--- config.mk ---
export PLATFORM = sky130hd
export DESIGN_NAME = pwm_fbase12k
export DESIGN_NICKNAME = d
export VERILOG_FILES = /design/src/rtl/pwm_fbase12k.sv
export SDC_FILE = /design/constraint.sdc
export NUM_CORES = 1
export LEC_CHECK = 0
export BUFFER_PORTS_ARGS = -buffer_cell sky130_fd_sc_hd__buf_4
export CAP_MARGIN = 20
export CORE_UTILIZATION = 50
export DETAILED_ROUTE_END_ITERATION = 10
export GPL_TIMING_DRIVEN = 0
export PLACE_DENSITY = 0.72
export SYNTH_ARGS = -nofsm -noshare
export SYNTH_HDL_FRONTEND = slang
export SYNTH_SLANG_ARGS = --single-unit
--- constraint.sdc ---
create_clock -name clk -period 1.4 [get_ports clk]
set_input_delay 0.07 -clock clk [delete_from_list [all_inputs] [get_ports clk]]
set_output_delay 0.07 -clock clk [all_outputs]
set_load 0.02 [all_outputs]
--- src/rtl/pwm_fbase12k.sv ---
// pwm_fbase12k: fixed-frequency PWM; the compare value is latched only at period boundaries
module pwm_fbase12k #(
    parameter int PRESCALE = 16,
    parameter int WIDTH    = 8
) (
    input  logic             clk,
    input  logic             rst,
    input  logic [WIDTH-1:0] CompDat,
    output logic             PWM
);
    localparam int PW = PRESCALE > 1 ? $clog2(PRESCALE) : 1;
    localparam logic [PW-1:0] PRE_MAX = PW'(PRESCALE - 1);
    logic [PW-1:0] pre_q, pre_d;
    logic [WIDTH-1:0] cnt_q, cnt_d, duty_q, duty_d;
    logic pwm_q, pwm_d, tick;
    always_comb begin
        tick   = pre_q == PRE_MAX;
        pre_d  = tick ? '0 : pre_q + 1'b1;
        cnt_d  = tick ? cnt_q + 1'b1 : cnt_q;
        duty_d = (tick && &cnt_q) ? CompDat : duty_q;
        pwm_d  = cnt_q <= duty_q;
    end
    always_ff @(posedge clk) begin
        if (rst) begin
            pre_q  <= '0;
            cnt_q  <= '0;
            duty_q <= '0;
            pwm_q  <= 1'b0;
        end else begin
            pre_q  <= pre_d;
            cnt_q  <= cnt_d;
            duty_q <= duty_d;
            pwm_q  <= pwm_d;
        end
    end
    assign PWM = pwm_q;
endmodule

==> metrics.txt <==
Core Region between 1500 and 2000 µm²; fill cell count about 140; worst-margin pin slew 0.474 ns; final setup violation count 1; number of buffers created by CTS 3; Sequential cell area 429 µm²; synthesized area per cell 9.47 µm²; wire length of the first global-routing pass 3080 µm; Placement Rows 15; peak per-stage delay on the critical path 0.39 ns; number of max-capacitance violations reported 0; total die area 2210 µm²; violation count after the first detailed-route iteration 18; overall power after layout about 0.99 mW; maximum root-to-sink buffer count 2; gate count of the mapped netlist roughly 110; overall die width roughly 47 µm; antenna violations before repair 0; Tot GR Track Use 0.204; total area of multi-input combinational cells roughly 560 µm²; CTS clk-pin slew, worst paths around 0.11 ns; crit-path leading delay family simple AND/OR/NAND/NOR gates; RSZ-0062 raised after global routing true; endpoint type of the worst setup path register; switch share 0.222; area share of xor/xnor cells in the synthesized design 0.0691; starting utilization of the core area 0.557; pwr/cell area between 700 and 800 nW/µm²; CP Data Required Time 1.59 ns; internal power contribution between 0.7 and 0.8 mW; post-synthesis cell area 1010 µm²; HPWL after detailed placement ~1300 µm; clock skew 0.00422 ns; async set or reset register ratio after synthesis 0; area leader, netlist sky130_fd_sc_hd__dfxtp_1; outcome finished, violations left; DR WL/cell ~13 µm; Routed WL 1980 µm; remaining max-slew budget at the tightest pin 0.684; nets 154; TritonCTS clock tree done; Hold Vio Cnt, Final 0; Synth area leaders sky130_fd_sc_hd__dfxtp_1 41%, sky130_fd_sc_hd__ha_1 12%, sky130_fd_sc_hd__mux2i_1 8.9%; Avg Vias per Cell 5.11; y dimension of the die 47.0 µm; element type at the critical path start register; arithmetic-cell share of the synthesized area counting full adders, half adders and majority gates 0.123; top-count cell post-synth sky130_fd_sc_hd__dfxtp_1; clock root buffer sky130_fd_sc_hd__clkbuf_4; CP Buf/Inv Count 1; Max Clk Rate around 700 MHz; Post-synth EDFFs 0; fraction of power consumed by combinational cells 0.081; via count ~810; count of different cell masters after synthesis 23; clock period minus final worst setup slack 1.41 ns; worst min path class in -> reg; htree depth 1; leakage power summed over all cells slightly above 0.5 nW; most instantiated cells after synthesis 21 x sky130_fd_sc_hd__dfxtp_1, 18 x sky130_fd_sc_hd__nor2_1, 10 x sky130_fd_sc_hd__ha_1, 9 x sky130_fd_sc_hd__inv_1, 9 x sky130_fd_sc_hd__mux2i_1; violations in the final reports negative setup slack; number of synthesized register bits 21; GRT overflow 0; ordered cell list for the critical path ha_4 -> and3_4 -> and4_4 -> buf_12 -> mux2i_1 -> nor2_1; clock group share of total power 0.297; number of pins with negative max-slew slack in the final report 0; I/O Buffers 10; largest family of logic cells by synthesized area simple AND/OR/NAND/NOR gates; share of the cycle needed by the critical path after routing 1.00; part of the Yosys area used for sequential elements 0.415; IR Drop Worst-Case VDD 727 µV; Num Clock Sinks 21; post-synth net total 127; layout cells sized above 1 0.248; fraction of synthesized cell area taken by the top area cell type 0.415; P_sw 0.219 mW; vias in the first global route ~760; Synth Warn # 0; multiplexer share of the synthesized area 0.0889; maximum number of pins on one net before global-route repair 12; power share of the sequential group 0.623; slowest cell on the critical path sky130_fd_sc_hd__dfxtp_4; number of top-level pins 11; number of DRC violations after detailed routing 0; Synth Area in Compound Gates 0.0531; diode insertion count for antenna repair 0; placed cell count 142; slack of the worst reg-to-reg path -0.006 ns; worst-path maximum fanout 8; data arrival time of the critical path 1.59 ns; Routability Congestion 0.752; growth of design area from synthesis to finish 28.4%; basic-gate share of the synthesized area counting and, or, nand and nor cells 0.183; Antenna Nets Post-Route 0; final standard cell count with taps included and fillers excluded 158; final worst-path setup slack -0.00603 ns; type of the worst setup path reg -> reg; clock insertion delay at the later pin of the skew report 0.31 ns; Post-synth top flop sky130_fd_sc_hd__dfxtp_1; iteration count of the initial detailed-routing pass 4
timing repair:
action                                  4_1_cts  5_1_grt
pin swaps                                     2        0
endpoints found under the setup margin       11        9
hold buffers                                  6        0
buffers inserted                              5        1
resized for setup                            11        3
endpoints found under the hold margin         6        0
gates cloned                                  0        0
cell type report:
type,count,area share
multi-input combinational,73,0.432
sequential,21,0.330
timing repair buffer,22,0.141
buffer,4,0.0269
inverter,9,0.0260
tap,25,0.0240
clock buffer,4,0.0202
worst min-delay path, delay by kind of cell:
kind	cells	cell delay, ns
AND/OR/NAND/NOR	1	0.08
multiplexers	1	0.05
buffers and inverters	1	0.08
registers in the layout (all words and copies together) (netlist names):
register and count:
cnt_q 8, pre_q 4, duty_q 8, PWM 1
stage by stage:
step	worst slack, ns	hold WS (ns)	instance area, µm²	utilization	setup TNS, ns
global placement	-0.0790	0.303	1120	0.615	-0.602
global route	-0.0684	0.0110	1300	0.715	-0.405
CTS	-0.0162	0.0162	1290	0.707	-0.0187
floorplan	0.00724	0.217	1010	-	0
detailed placement	-0.132	0.310	1120	0.615	-0.930
finish	-0.00603	0.00954	1300	0.715	-0.00603
cell families (layout without fill, tap and decap cells):
kind of cell | count (synthesis) | in the layout
muxes | 9 | 9
DFF | 21 | 21
and+or+nand+nor | 37 | 37
adders and majority gates | 10 | 10
buffers and inverters | 13 | 39
xor gates and xnor gates | 8 | 8
AOI/OAI and AO/OA | 9 | 9
worst paths after layout:
path,start,end,cells past startpoint
worst max-delay path,cnt_q[1]$_SDFFE_PP0P_,duty_q[2]$_SDFFE_PP0P_,6
worst min-delay path,CompDat[1],duty_q[1]$_SDFFE_PP0P_,3
worst max register to register,cnt_q[1]$_SDFFE_PP0P_,duty_q[2]$_SDFFE_PP0P_,6
worst min register to register,duty_q[7]$_SDFFE_PP0P_,duty_q[7]$_SDFFE_PP0P_,2
metal layers:
layer / routed length (µm) / track usage
met5: 0 / 0
met4: 19 / 0.0514
met3: 57 / 0.0692
met1: 846 / 0.224
met2: 1050 / 0.375
placed cells by master (no fill, tap or decap), types with 5 or more instances in the layout:
cell type	instances
sky130_fd_sc_hd__ha_1	7
sky130_fd_sc_hd__nor2_1	18
sky130_fd_sc_hd__mux2i_1	9
sky130_fd_sc_hd__xor2_1	6
sky130_fd_sc_hd__nand4_1	5
sky130_fd_sc_hd__dfxtp_1	16
sky130_fd_sc_hd__inv_1	9
sky130_fd_sc_hd__dlygate4sd3_1	6
sky130_fd_sc_hd__buf_4	16
power by group through the flow:
stage	registers (mW)	logic, mW	clock network, mW
2_1_floorplan	0.627	0.0222	0
5_1_grt	0.615	0.0869	0.329
4_1_cts	0.613	0.0781	0.304
6_report	0.614	0.0796	0.292
3_3_place_gp	0.626	0.0504	0
3_5_place_dp	0.627	0.0521	0
(Power assumes the default switching activity.)
